`config.mk`:
```
export PLATFORM = sky130hd
export DESIGN_NAME = pipe_hazard_ctrl
export DESIGN_NICKNAME = d
export VERILOG_FILES = /design/src/rtl/pipe_hazard_ctrl_pkg.sv /design/src/rtl/pipe_hazard_ctrl_scoreboard.sv /design/src/rtl/pipe_hazard_ctrl.sv
export SDC_FILE = /design/constraint.sdc
export NUM_CORES = 1
export LEC_CHECK = 0
export ABC_AREA = 0
export BUFFER_PORTS_ARGS = -buffer_cell sky130_fd_sc_hd__buf_2
export CORE_ASPECT_RATIO = 1.25
export CORE_MARGIN = 4
export CORE_UTILIZATION = 45
export CTS_CLUSTER_DIAMETER = 120
export DETAILED_ROUTE_END_ITERATION = 10
export GPL_ROUTABILITY_DRIVEN = 0
export PLACE_DENSITY = 0.7
export SKIP_CTS_REPAIR_TIMING = 1
export SYNTH_ARGS = -nofsm -noshare
export SYNTH_HDL_FRONTEND = slang
export SYNTH_SLANG_ARGS = --single-unit
```
`constraint.sdc`:
```
create_clock -name iClk -period 3.1 [get_ports iClk]
set_input_delay 0 -clock iClk [delete_from_list [all_inputs] [get_ports iClk]]
set_output_delay 0 -clock iClk [all_outputs]
set_load 0.02 [all_outputs]
```
`src/rtl/pipe_hazard_ctrl_pkg.sv`:
```
// Shared types for the pipeline hazard controller: debug FSM states and the default
// forward-select encoding (0 = register file, k+1 = forwarding source k).
package pipe_hazard_ctrl_pkg;

  localparam int NUM_FW_DEF   = 2;
  localparam int FW_SEL_W_DEF = $clog2(NUM_FW_DEF + 1);

  typedef enum logic [1:0] {
    RUN   = 2'd0,
    DRAIN = 2'd1,
    HALT  = 2'd2,
    STEP  = 2'd3
  } haz_state_e;

  typedef logic [FW_SEL_W_DEF-1:0] fw_sel_t;

endpackage

```
`src/rtl/pipe_hazard_ctrl_scoreboard.sv`:
```
// Register scoreboard for multi-cycle producers: per-register pending bits, an
// outstanding-op credit counter and a sticky error for completions of idle registers.
module pipe_hazard_ctrl_scoreboard
  import pipe_hazard_ctrl_pkg::*;
#(
  parameter  int ADDR_W   = 5,
  parameter  int MAX_LONG = 4,
  localparam int NREG     = 1 << ADDR_W,
  localparam int CRED_W   = $clog2(MAX_LONG + 1)
) (
  input  logic              iClk,
  input  logic              nRst,
  input  logic              i_issue,
  input  logic [ADDR_W-1:0] i_issue_rd,
  input  logic              i_cmp_valid,
  input  logic [ADDR_W-1:0] i_cmp_rd,
  output logic [NREG-1:0]   o_pending,
  output logic [CRED_W-1:0] o_credit,
  output logic              o_sb_err
);

  logic [NREG-1:0]   r_pending;
  logic [CRED_W-1:0] r_credit;
  logic              r_err;
  logic              w_cmp_hit;

  assign w_cmp_hit = i_cmp_valid & r_pending[i_cmp_rd];

  // Clear is written before set so an issue to the completing register keeps it pending.
  always_ff @(posedge iClk or negedge nRst) begin
    if (!nRst) begin
      r_pending <= {NREG{1'b0}};
      r_credit  <= {CRED_W{1'b0}};
      r_err     <= 1'b0;
    end else begin
      if (w_cmp_hit) begin
        r_pending[i_cmp_rd] <= 1'b0;
      end
      if (i_issue) begin
        r_pending[i_issue_rd] <= 1'b1;
      end
      if (i_issue && !w_cmp_hit) begin
        r_credit <= r_credit + CRED_W'(1);
      end else if (!i_issue && w_cmp_hit && (r_credit != {CRED_W{1'b0}})) begin
        r_credit <= r_credit - CRED_W'(1);
      end
      if (i_cmp_valid && !r_pending[i_cmp_rd]) begin
        r_err <= 1'b1;
      end
    end
  end

  assign o_pending = r_pending;
  assign o_credit  = r_credit;
  assign o_sb_err  = r_err;

endmodule

```
`src/rtl/pipe_hazard_ctrl.sv`:
```
// Hazard/forwarding controller for the IF-ID-EX-ME pipeline with long-op scoreboard and debug halt FSM.
// Optional: define HAZ_PERF_CNT_EN to build the saturating ID stall-cycle counter on oStallCyc.
module pipe_hazard_ctrl
  import pipe_hazard_ctrl_pkg::*;
#(
  parameter  int ADDR_W   = 5,
  parameter  int NUM_FW   = NUM_FW_DEF,
  parameter  int MAX_LONG = 4,
  localparam int FW_SEL_W = $clog2(NUM_FW + 1),
  localparam int CRED_W   = $clog2(MAX_LONG + 1)
) (
  input  logic                     iClk,
  input  logic                     nRst,
  input  logic                     iId_valid,
  input  logic [ADDR_W-1:0]        iId_rs1,
  input  logic [ADDR_W-1:0]        iId_rs2,
  input  logic                     iId_use1,
  input  logic                     iId_use2,
  input  logic [ADDR_W-1:0]        iId_rd,
  input  logic                     iId_we,
  input  logic                     iId_long,
  input  logic                     iBrTrue,
  input  logic [NUM_FW-1:0]        iFw_valid,
  input  logic [NUM_FW-1:0]        iFw_we,
  input  logic [NUM_FW-1:0]        iFw_rdy,
  input  logic [NUM_FW*ADDR_W-1:0] iFw_rd,
  input  logic                     iCmp_valid,
  input  logic [ADDR_W-1:0]        iCmp_rd,
  input  logic                     iStall_IF,
  input  logic                     iStall_ME,
  input  logic                     iDbg_halt,
  input  logic                     iDbg_step,
  output logic                     oStall_IF,
  output logic                     oStall_ID,
  output logic                     oStall_EX,
  output logic                     oStall_ME,
  output logic                     oFlush_IF,
  output logic                     oFlush_EX,
  output logic [FW_SEL_W-1:0]      oFwS1_sel,
  output logic [FW_SEL_W-1:0]      oFwS2_sel,
  output logic                     oHalted,
  output logic                     oSbErr,
  output logic [31:0]              oStallCyc
);

  // Returns {load_use, sel}; the youngest matching source wins, so scan oldest-first.
  function automatic logic [FW_SEL_W:0] fw_find(
    input logic [ADDR_W-1:0]        rs,
    input logic [NUM_FW-1:0]        fv,
    input logic [NUM_FW-1:0]        fwe,
    input logic [NUM_FW-1:0]        frdy,
    input logic [NUM_FW*ADDR_W-1:0] frd
  );
    logic [FW_SEL_W:0] res;
    res = {(FW_SEL_W + 1){1'b0}};
    for (int k = NUM_FW - 1; k >= 0; k--) begin
      if (fv[k] && fwe[k] && (frd[k*ADDR_W +: ADDR_W] == rs)) begin
        res = {~frdy[k], FW_SEL_W'(k + 1)};
      end
    end
    return res;
  endfunction

  logic [(1<<ADDR_W)-1:0] w_pending;
  logic [CRED_W-1:0]      w_credit;
  logic                   w_chk1, w_chk2, w_pend1, w_pend2, w_cred_full, w_haz, w_issue;
  logic [FW_SEL_W:0]      w_f1, w_f2;
  logic                   w_empty, w_hold_all, w_drain;
  haz_state_e             r_state, w_next;

  assign w_chk1 = iId_valid & iId_use1 & (iId_rs1 != {ADDR_W{1'b0}});
  assign w_chk2 = iId_valid & iId_use2 & (iId_rs2 != {ADDR_W{1'b0}});
  assign w_f1   = w_chk1 ? fw_find(iId_rs1, iFw_valid, iFw_we, iFw_rdy, iFw_rd) : {(FW_SEL_W + 1){1'b0}};
  assign w_f2   = w_chk2 ? fw_find(iId_rs2, iFw_valid, iFw_we, iFw_rdy, iFw_rd) : {(FW_SEL_W + 1){1'b0}};

  // A register completing this cycle is written through the RF and is no longer a hazard.
  assign w_pend1     = w_chk1 & w_pending[iId_rs1] & ~(iCmp_valid & (iCmp_rd == iId_rs1));
  assign w_pend2     = w_chk2 & w_pending[iId_rs2] & ~(iCmp_valid & (iCmp_rd == iId_rs2));
  assign w_cred_full = iId_valid & iId_long & (w_credit == CRED_W'(MAX_LONG));
  assign w_haz       = w_f1[FW_SEL_W] | w_f2[FW_SEL_W] | w_pend1 | w_pend2 | w_cred_full;

  assign oStall_ME = iStall_ME | w_hold_all;
  assign oStall_EX = oStall_ME;
  assign oStall_ID = oStall_ME | w_haz;
  assign oStall_IF = oStall_ID | iStall_IF | w_drain;
  assign oFlush_EX = w_haz & ~oStall_EX;
  assign oFlush_IF = iBrTrue & iId_valid & ~oStall_ID;
  assign oFwS1_sel = w_f1[FW_SEL_W-1:0];
  assign oFwS2_sel = w_f2[FW_SEL_W-1:0];

  assign w_issue = iId_valid & iId_long & iId_we & (iId_rd != {ADDR_W{1'b0}}) & ~oStall_ID;

  pipe_hazard_ctrl_scoreboard #(
    .ADDR_W   (ADDR_W),
    .MAX_LONG (MAX_LONG)
  ) u_sb (
    .iClk        (iClk),
    .nRst        (nRst),
    .i_issue     (w_issue),
    .i_issue_rd  (iId_rd),
    .i_cmp_valid (iCmp_valid),
    .i_cmp_rd    (iCmp_rd),
    .o_pending   (w_pending),
    .o_credit    (w_credit),
    .o_sb_err    (oSbErr)
  );

  assign w_empty = ~(|iFw_valid) & ~iId_valid & (w_credit == {CRED_W{1'b0}});

  always_ff @(posedge iClk or negedge nRst) begin
    if (!nRst) begin
      r_state <= RUN;
    end else begin
      r_state <= w_next;
    end
  end

  // Releasing the halt takes precedence over a simultaneous step request.
  always_comb begin
    w_next = r_state;
    case (r_state)
      RUN:   w_next = iDbg_halt ? DRAIN : RUN;
      DRAIN: w_next = w_empty ? HALT : DRAIN;
      HALT: begin
        if (!iDbg_halt) begin
          w_next = RUN;
        end else if (iDbg_step) begin
          w_next = STEP;
        end else begin
          w_next = HALT;
        end
      end
      STEP:    w_next = DRAIN;
      default: w_next = RUN;
    endcase
  end

  always_comb begin
    w_hold_all = 1'b0;
    w_drain    = 1'b0;
    case (r_state)
      DRAIN:   w_drain    = 1'b1;
      HALT:    w_hold_all = 1'b1;
      default: begin
        w_hold_all = 1'b0;
        w_drain    = 1'b0;
      end
    endcase
  end

  assign oHalted = w_hold_all;

`ifdef HAZ_PERF_CNT_EN
  logic [31:0] r_stall_cyc;

  always_ff @(posedge iClk or negedge nRst) begin
    if (!nRst) begin
      r_stall_cyc <= 32'd0;
    end else if (oStall_ID && (r_state != HALT) && (r_stall_cyc != 32'hFFFF_FFFF)) begin
      r_stall_cyc <= r_stall_cyc + 32'd1;
    end
  end

  assign oStallCyc = r_stall_cyc;
`else
  assign oStallCyc = 32'd0;
`endif

endmodule

```
==> results by group, run 1 <==
Timing
  – Headroom to the max-slew limit: 44.2%
  – RSZ-0062 raised after global routing: false
  – Setup slack after layout: 0.249 ns
  – Slew Viols, Final: 0
  – Hold Fails Final Rpt: 1
  – Final min period: 2.85 ns
  – Slew @ Worst Pin: 0.836 ns
  – Hold_ws: -0.0164 ns
  – Highest attainable clock frequency: 351 MHz
  – TNS Setup: 0 ns
  – Fin crit share: 92.0%
  – Setup violators final: 0
  – Setup Skew: 0.0108 ns

Synth
  – Sequential area share after synthesis: 27.9%
  – Synth unique cells: 53
  – Avg Cell Area, Syn: 9.20 um2
  – Number of synthesized flops with an enable pin: 0
  – Syn Inst Count: 370
  – Ys Warns: 0
  – Synth Register Bits: 38
  – Netlist Area Pre-Place: 0.00340 mm2
  – Async SR Flop Fraction: 100%
  – Top_reg_cell synth: dfrtp_1

Clock tree
  – Sink Count: 38
  – Number of buffers created by CTS: 5
  – Clk buf depth: 2
  – Number of H-tree levels: 2
  – Root Driver: clkbuf_8
  – Insertion delay to the later sink of the worst-skew pair: 0.29 ns
  – CTS clk-pin slew, worst paths: 0.08 ns
  – CTS tree: built

Setup path
  – Worst Path Required: 3.29 ns
  – Worst EP arrival: 3.04 ns
  – Critical path class: flip-flop to flip-flop
  – Reg-to-Reg End: u_sb.o_credit[2]$_DFFE_PN0P_
  – Reg2Reg Setup Slack: 0.25 ns
  – Reg2Reg Depth: 9
  – Worst setup path start: u_sb.o_pending[11]$_DFF_PN0_
  – Setup crit start kind: flip-flop
  – Max FO, Critical Path: 4
  – Reg2reg start: u_sb.o_pending[11]$_DFF_PN0_
  – Crit end category: flip-flop
  – Worst setup path endpoint: u_sb.o_credit[2]$_DFFE_PN0P_

Finish
  – Most common cell after layout, fill and taps aside: buf_2
  – Final Non-Filler Cells: 508
  – Final instance area: 0.00376 mm2
  – Area Growth Syn to Fin: 10.4%
  – Diode count: 0
  – Share of cells above drive strength 1: 23.3%
  – Commonest cells after routing, fill and taps aside: 60 x buf_2, 38 x dfrtp_1, 32 x o21ai_0, 32 x conb_1, 24 x o41ai_1
  – Final Core Density: 51.1%
  – Layout Nets: 465

Status
  – Status: finished, violations left
  – Failing checks: negative hold slack

Floorplan
  – Core area: 0.00736 mm2
  – Row count: 35
  – Initial Util: 46.3%
  – Die X: 85.8 um
  – Die Area: 0.00903 mm2
  – Die Height: 105 um
  – I/O pins: 93

Pwr
  – Power Total: 1.49 mW
  – VDD IR max: 0.000203 V
  – Pleak: 1.60 nW
  – Cell area power density: 398 mW/mm2

Detailed routing
  – Wire per inst: 19.1 um
  – DRC viols: 0
  – TritonRoute pass-1 iters: 4
  – Drt via density: 6.25
  – Vias: 3174
  – Routed WL: 9710 um
  – Initial DRC count: 227
  – Antenna viol nets, final: 0

GRT
  – First-pass GRT wire length: 15700 um
  – Total Routing Usage GR: 21.9%
  – Initial antenna violation count: 0
  – Pin count of the biggest net entering global routing: 39
  – Number of global-route vias before repair: 3105
  – Grt total ovfl: 0

Placement
  – Port buffer count: 60
  – Cells after DPL: 498
  – DP Worst Slack: 0.266 ns
  – Dpl hpwl: 7370 um
  – DP Area: 0.00362 mm2

Min path
  – Hold Path Class: input port to flip-flop
  – Hold Path Cell Cnt: 3

Job
  – Max Cap Viol: 0
-- power by group --
group	switching [mW]	total, mW	internal, mW
combinational	0.266	0.453	0.187
clock	0.185	0.424	0.239
sequential	0.0669	0.616	0.549
-- kinds of logic (layout without fill, tap and decap cells) --
kind of cell               count (synthesis)  after routing  synth area share, %
AOI/OAI and AO/OA                         98             98                 19.6
xor gates and xnor gates                  31             31                 7.98
adders and majority gates                  1              1                0.588
buffers and inverters                     69             84                 11.7
DFF                                       38             38                 27.9
muxes                                     32             32                 16.2
other                                      1             32                0.110
and+or+nand+nor                          100            100                 15.9
-- cells in the mapped netlist, types with 7 or more instances --
| library cell | instances | share of area (%) |
|---|---|---|
| nand3b_1 | 9 | 2.0 |
| buf_2 | 8 | 1.2 |
| nand2_1 | 19 | 2.1 |
| o21ai_1 | 8 | 1.2 |
| mux4_2 | 18 | 12 |
| xnor2_1 | 11 | 2.8 |
| clkbuf_1 | 18 | 2.0 |
| mux2i_1 | 10 | 2.9 |
| nor2_1 | 18 | 2.0 |
| inv_1 | 7 | 0.77 |
| o21ai_0 | 32 | 4.7 |
| xor2_1 | 20 | 5.1 |
| dfrtp_1 | 38 | 28 |
| nand3_1 | 12 | 1.8 |
| o41ai_1 | 24 | 6.2 |
| nor3_1 | 8 | 1.2 |
| buf_4 | 34 | 7.5 |
-- layout make-up --
type                    instances  area [um2]
clock buffers                   5        68.8
clock inverters                 3        45.0
multi-input cells             294        2170
repair buffers                 67         370
inverters                       9        33.8
fillers                       718        3600
well taps                      92         115
flip-flops and latches         38         951
-- flip-flops by register name, summed over array words and instances (netlist names) --
register,cells
u_sb.o_pending,32
u_sb.o_sb_err,1
r_state,2
u_sb.o_credit,3
-- routing by layer --
layer  GRT usage (%)  wire length, um  up-vias
li1                -                -     1430
met1            28.9             3890     1543
met2            35.4             4760      177
met3            3.36              759       24
met4            9.16              311        0
met5               0                0        -
-- how the worst min path moves through the flow --
stage	slack, ns	from	end
finish	-0.02	iCmp_valid	u_sb.o_sb_err$_DFFE_PN0P_
global route	0.004	iCmp_valid	u_sb.o_sb_err$_DFFE_PN0P_
CTS	-0.17	nRst	u_sb.o_pending[6]$_DFF_PN0_
detailed placement	0.15	nRst	u_sb.o_pending[6]$_DFF_PN0_
global placement	0.15	nRst	u_sb.o_pending[6]$_DFF_PN0_
floorplan	-0.30	nRst	r_state[0]$_DFF_PN0_
-- critical path: stages, from the launching register on --
cell and delay [ns]:
dfrtp_1 0.41, mux4_2 0.49, mux2_2 0.30, a211oi_1 0.23, o31a_2 0.21, nand3_1 0.15
fa_1 0.45, nor2_1 0.13, a2bb2oi_1 0.08, a211o_1 0.30
No activity file was read; power rests on OpenSTA's default activity.
==> run 2: changes to the inputs <==
--- a/config.mk
+++ b/config.mk
@@ -7,13 +7,15 @@
 export LEC_CHECK = 0
 export ABC_AREA = 0
 export BUFFER_PORTS_ARGS = -buffer_cell sky130_fd_sc_hd__buf_2
+export CELL_PAD_IN_SITES_DETAIL_PLACEMENT = 0
+export CELL_PAD_IN_SITES_GLOBAL_PLACEMENT = 1
 export CORE_ASPECT_RATIO = 1.25
 export CORE_MARGIN = 4
-export CORE_UTILIZATION = 45
+export CORE_UTILIZATION = 40
 export CTS_CLUSTER_DIAMETER = 120
 export DETAILED_ROUTE_END_ITERATION = 10
 export GPL_ROUTABILITY_DRIVEN = 0
-export PLACE_DENSITY = 0.7
+export PLACE_DENSITY_LB_ADDON = 0.1
 export SKIP_CTS_REPAIR_TIMING = 1
 export SYNTH_ARGS = -nofsm -noshare
 export SYNTH_HDL_FRONTEND = slang
==> results by group, run 2 (synthesized netlist as in run 1, its figures left out) <==
Floorplan
  – Core area: 0.00829 mm2 (+13%)
  – Die Area: 0.0101 mm2 (+11%)
  – Row count: 37 (+5.7%)
  – Die Height: 111 um (+5.6%)
  – I/O pins: 93 (unchanged)
  – Die X: 90.5 um (+5.5%)
  – Initial Util: 41.1% (-5.2 points)

Clock tree
  – Insertion delay to the later sink of the worst-skew pair: 0.29 ns (about the same)
  – Root Driver: clkbuf_8
  – Number of buffers created by CTS: 5 (unchanged)
  – Sink Count: 38 (unchanged)
  – Number of H-tree levels: 2 (unchanged)
  – CTS tree: built
  – Clk buf depth: 2 (unchanged)
  – CTS clk-pin slew, worst paths: 0.08 ns (about the same)

GRT
  – Grt total ovfl: 0 (unchanged)
  – First-pass GRT wire length: 16700 um (+6.2%)
  – Total Routing Usage GR: 20.9% (-1.0 points)
  – Global Route met3 Usage: 2.99% (-0.37 points)
  – Pin count of the biggest net entering global routing: 39 (unchanged)
  – Initial antenna violation count: 0 (unchanged)
  – Number of global-route vias before repair: 3020 (-2.7%)
  – Gr busiest metal: met2
  – GR Util met2: 35.0% (-0.41 points)
  – Met1 Use GR: 27.3% (-1.6 points)

Timing
  – Hold_ws: 0.000877 ns (+0.0172 ns)
  – Slew Viols, Final: 0 (unchanged)
  – Slew @ Worst Pin: 0.890 ns (+0.0534 ns)
  – TNS Setup: 0 ns (unchanged)
  – Setup Skew: 0.00815 ns (-0.00265 ns)
  – Fin crit share: 91.9% (-0.093 points)
  – Setup violators final: 0 (unchanged)
  – RSZ-0062 raised after global routing: false
  – Hold Fails Final Rpt: 0 (-1)
  – Highest attainable clock frequency: 351 MHz (+0.10%)
  – Headroom to the max-slew limit: 40.7% (-3.6 points)
  – Final min period: 2.85 ns (-0.00287 ns)

Setup path
  – Cells along the critical path: mux4_2 > mux2_2 > a211oi_1 > o31a_2 > nand3_1 > fa_1 > nor2_1 > a2bb2oi_1 > a211o_1
  – Worst Path Required: 3.27 ns (-0.02 ns)
  – Reg2reg start: u_sb.o_pending[8]$_DFF_PN0_
  – Setup crit start kind: flip-flop
  – Slowest stage delay, CP: 0.47 ns (-0.02 ns)
  – WP depth: 9 (unchanged)
  – Reg2Reg Depth: 9 (unchanged)
  – Worst path bufs/invs: 0 (unchanged)
  – Reg2Reg Setup Slack: 0.25 ns (about the same)
  – Reg-to-Reg End: u_sb.o_credit[2]$_DFFE_PN0P_
  – Critical path class: flip-flop to flip-flop
  – Worst EP arrival: 3.02 ns (-0.02 ns)
  – Crit end category: flip-flop
  – Worst setup path endpoint: u_sb.o_credit[2]$_DFFE_PN0P_
  – Max stage delay cell, worst path: mux4_2
  – Max FO, Critical Path: 4 (unchanged)
  – Worst setup path start: u_sb.o_pending[8]$_DFF_PN0_
  – Family with the most delay on the worst path: compound AO/OA/AOI/OAI gates

Detailed routing
  – Vias: 3119 (-1.7%)
  – Routed WL: 10700 um (+11%)
  – Drt via density: 6.09 (-2.5%)
  – Wire per inst: 21.0 um (+9.8%)
  – TritonRoute pass-1 iters: 7 (+3)
  – Antenna viol nets, final: 0 (unchanged)
  – DRC viols: 0 (unchanged)
  – Initial DRC count: 349 (+54%)

Finish
  – Fill count: 857 (+19%)
  – Commonest cells after routing, fill and taps aside: 60 x buf_2, 38 x dfrtp_1, 32 x o21ai_0, 32 x conb_1, 24 x o41ai_1
  – Most common cell after layout, fill and taps aside: buf_2
  – Share of cells above drive strength 1: 23.1% (-0.18 points)
  – Area Growth Syn to Fin: 9.49%
  – Max reg flops: 32 (unchanged)
  – Layout Nets: 466 (+0.22%)
  – Diode count: 0 (unchanged)

Status
  – Status: complete, no violations

Pwr
  – Cell area power density: 378 mW/mm2 (-4.9%)
  – VDD IR max: 0.000236 V (+16%)
  – Pleak: 1.59 nW (-0.44%)

Placement
  – Port buffer count: 60 (unchanged)
  – Dpl hpwl: 7980 um (+8.3%)

Min path
  – Hold Path Class: input port to flip-flop

Job
  – Max Cap Viol: 0 (unchanged)
==> run 2: stage by stage <==
step                      setup WS [ns]  cells  area, um2  util [%]  total power [mW]
after CTS                         0.258    510       3710      44.7              1.41
after detailed placement          0.228    504       3620      43.7              1.07
after floorplan                   0.504    401       3520         -             0.958
after global routing              0.129    512       3730      45.0              1.49
after global placement            0.224    504       3620      43.7              1.07
final                             0.251    512       3730      45.0              1.41
==> run 2: layout make-up <==
type	count	area [um2]	share of cell area, %
Multi-Input combinational cell	294	2170	58.3
Sequential cell	38	951	25.5
Clock buffer	6	82.6	2.22
Inverter	9	33.8	0.907
Timing Repair Buffer	68	365	9.81
Tap cell	97	121	3.26
==> run 2: where the power goes <==
part           total (mW)  switching (mW)  internal (mW)
clock               0.340           0.168          0.172
combinational       0.453           0.267          0.186
sequential          0.617          0.0672          0.550
==> run 2: worst min path at each step <==
stage / start / end / slack, ns / cells past startpoint
after global placement: nRst / u_sb.o_pending[26]$_DFF_PN0_ / 0.17 / 1
after CTS: nRst / u_sb.o_pending[28]$_DFF_PN0_ / -0.14 / 1
after detailed placement: nRst / u_sb.o_pending[26]$_DFF_PN0_ / 0.17 / 1
after global routing: iCmp_valid / u_sb.o_sb_err$_DFFE_PN0P_ / 0.01 / 3
after floorplan: nRst / r_state[0]$_DFF_PN0_ / -0.30 / 0
final: iCmp_valid / u_sb.o_sb_err$_DFFE_PN0P_ / 0.0009 / 3
==> run 2: routing by layer <==
metal	wire length, um	share of wire (%)
met1	4500	42
met2	5320	50
met3	647	6.0
met4	277	2.6
met5	0	0
==> run 2: worst min-delay path, cell delays in order <==
cell,delay [ns]
buf_2,0.13
inv_1,0.05
o21bai_1,0.06
==> run 3: changes to the inputs <==
--- a/config.mk
+++ b/config.mk
@@ -19,4 +19,5 @@
 export SKIP_CTS_REPAIR_TIMING = 1
 export SYNTH_ARGS = -nofsm -noshare
 export SYNTH_HDL_FRONTEND = slang
+export SYNTH_HIERARCHICAL = 1
 export SYNTH_SLANG_ARGS = --single-unit
==> results by group, run 3 <==
Floorplan
  – Core area: 0.00870 mm2 (+5.0%)
  – Die X: 92.8 um (+2.5%)
  – I/O pins: 93 (unchanged)
  – Row count: 38 (+2.7%)
  – Die Area: 0.0106 mm2 (+5.1%)
  – Initial Util: 41.3% (+0.22 points)
  – Die Height: 114 um (+2.5%)

GRT
  – Pin count of the biggest net entering global routing: 39 (unchanged)
  – Initial antenna violation count: 0 (unchanged)
  – Number of global-route vias before repair: 3072 (+1.7%)
  – Total Routing Usage GR: 21.0% (+0.12 points)
  – First-pass GRT wire length: 17200 um (+2.9%)
  – Grt total ovfl: 0 (unchanged)

Detailed routing
  – Antenna viol nets, final: 0 (unchanged)
  – Routed WL: 11000 um (+2.7%)
  – DRC viols: 0 (unchanged)
  – Drt via density: 5.60 (-8.1%)
  – Vias: 3142 (+0.74%)
  – Initial DRC count: 138 (-60%)
  – TritonRoute pass-1 iters: 4 (-3)
  – Wire per inst: 19.7 um (-6.2%)

Clock tree
  – Root Driver: clkbuf_8
  – Clk buf depth: 2 (unchanged)
  – Number of H-tree levels: 2 (unchanged)
  – Insertion delay to the later sink of the worst-skew pair: 0.30 ns (about the same)
  – CTS clk-pin slew, worst paths: 0.08 ns (about the same)
  – Number of buffers created by CTS: 5 (unchanged)
  – CTS tree: built
  – Sink Count: 38 (unchanged)

Pwr
  – Cell area power density: 380 mW/mm2 (+0.44%)
  – Pleak: 1.69 nW (+6.2%)
  – VDD IR max: 0.000243 V (+3.1%)

Job
  – Max Cap Viol: 0 (unchanged)

Synth
  – Top post-synthesis cells by area: dfrtp_1 26%, mux2i_1 8.9%, buf_4 7.3%
  – Synth Register Bits: 38 (unchanged)
  – Most frequent cell after synthesis: nand3_1
  – Sequential area share after synthesis: 26.5% (-1.5 points)
  – Cell taking the most area after synthesis: dfrtp_1
  – Top_reg_cell synth: dfrtp_1
  – Commonest cells post-synth: 42 x nand3_1, 38 x dfrtp_1, 35 x buf_4, 32 x mux2i_1, 22 x xor2_1
  – Avg Cell Area, Syn: 9.19 um2 (-0.12%)
  – Number of synthesized flops with an enable pin: 0 (unchanged)
  – Async SR Flop Fraction: 100% (unchanged)
  – Netlist Area Pre-Place: 0.00359 mm2 (+5.6%)
  – Ys Warns: 6 (+6)
  – Synth unique cells: 62 (+17%)
  – Syn Inst Count: 391 (+5.7%)
  – Post-synth top area share: 26.5% (-1.5 points)

Setup path
  – Worst Path Required: 3.28 ns (about the same)
  – Max FO, Critical Path: 4 (unchanged)
  – Crit end category: flip-flop
  – Worst EP arrival: 3.12 ns (+0.10 ns)
  – Critical path class: flip-flop to flip-flop
  – Setup crit start kind: flip-flop
  – Reg2Reg Setup Slack: 0.16 ns (-0.09 ns)

Timing
  – Slew @ Worst Pin: 0.893 ns (+0.00303 ns)
  – Fin crit share: 94.7% (+2.8 points)
  – Setup Skew: 0.00609 ns (-0.00206 ns)
  – Highest attainable clock frequency: 341 MHz (-3.0%)
  – Hold Fails Final Rpt: 0 (unchanged)
  – TNS Setup: 0 ns (unchanged)
  – Final min period: 2.94 ns (+0.0874 ns)
  – Setup violators final: 0 (unchanged)
  – Hold_ws: 0.00716 ns (+0.00628 ns)
  – RSZ-0062 raised after global routing: false
  – Headroom to the max-slew limit: 40.5% (-0.20 points)
  – Slew Viols, Final: 0 (unchanged)

Status
  – Status: complete, no violations

Placement
  – Port buffer count: 60 (unchanged)
  – Dpl hpwl: 8590 um (+7.6%)

Finish
  – Share of cells above drive strength 1: 22.9% (-0.23 points)
  – Most common cell after layout, fill and taps aside: buf_2
  – Max reg flops: 32 (unchanged)
  – Fill count: 866 (+1.1%)
  – Commonest cells after routing, fill and taps aside: 60 x buf_2, 42 x nand3_1, 38 x dfrtp_1
  – Diode count: 0 (unchanged)
  – Area Growth Syn to Fin: 10.6%
  – Layout Nets: 490 (+5.2%)

Min path
  – Hold Path Class: input port to flip-flop
## run 3: layout make-up
class	instances	area (um2)	share of cell area (%)
clock buffer	8	110	2.77
inverter	5	18.8	0.472
multi-input combinational	321	2360	59.3
sequential	38	951	23.9
tap	120	150	3.78
timing repair buffer	69	385	9.70
## run 3: per-layer routing
| layer | vias to the layer above | track usage, % | routed length, um |
|---|---|---|---|
| li1 | 1486 | - | - |
| met1 | 1495 | 26.9 | 4720 |
| met2 | 131 | 35.2 | 5220 |
| met3 | 30 | 2.77 | 638 |
| met4 | 0 | 9.38 | 469 |
| met5 | - | 0 | 0 |
## run 3: metrics by stage
| stage | utilization (%) | worst slack, ns | instances | power [mW] | cell area [um2] |
|---|---|---|---|---|---|
| final | 45.7 | 0.164 | 561 | 1.51 | 3970 |
| after global routing | 45.7 | 0.00567 | 561 | 1.60 | 3970 |
| after CTS | 45.2 | 0.151 | 559 | 1.51 | 3940 |
| after detailed placement | 44.0 | 0.176 | 551 | 1.10 | 3820 |
| after global placement | 44.0 | 0.210 | 551 | 1.09 | 3820 |
| after floorplan | - | 0.0872 | 422 | 0.984 | 3710 |
## run 3: path summary, 6_finish.rpt
check | endpoint | cells past startpoint | from
min in group asynchronous | u_sb/o_pending[29]$_DFF_PN0_ | 2 | nRst
worst max register to register | u_sb/o_credit[1]$_DFFE_PN0P_ | 12 | u_sb/o_pending[23]$_DFF_PN0_
max in group asynchronous | u_sb/o_sb_err$_DFFE_PN0P_ | 2 | nRst
worst min register to register | u_sb/o_sb_err$_DFFE_PN0P_ | 1 | u_sb/o_sb_err$_DFFE_PN0P_
worst min-delay path | u_sb/o_sb_err$_DFFE_PN0P_ | 3 | iCmp_valid
worst max-delay path | u_sb/o_credit[1]$_DFFE_PN0P_ | 12 | u_sb/o_pending[23]$_DFF_PN0_
## run 3: kinds of logic (layout without fill, tap and decap cells)
family | after synthesis | in the layout | synth area share, %
simple gates | 137 | 137 | 21.1
compound gates | 74 | 74 | 17.0
buf+inv | 63 | 82 | 11.8
mux | 45 | 45 | 15.2
flops | 38 | 38 | 26.5
xor+xnor | 32 | 32 | 7.80
fa+ha+maj | 1 | 1 | 0.557
other cells | 1 | 32 | 0.104
## run 3: report_power, final
group	total [mW]	internal [mW]	switching (mW)
clock network	0.413	0.225	0.188
logic	0.469	0.198	0.271
registers	0.628	0.546	0.0822
total	1.51	0.969	0.541
## run 3: worst max-delay path, stage by stage, from the launching register on
cell and delay [ns]:
dfrtp_1 0.42, mux4_2 0.53, a2111oi_4 0.38, nor3_2 0.11, nand3_2 0.10, nand4_2 0.14
nor3_2 0.20, nand2b_1 0.09, fa_1 0.48, nand2_1 0.09, a21oi_1 0.04, a31oi_1 0.15
o211ai_1 0.10
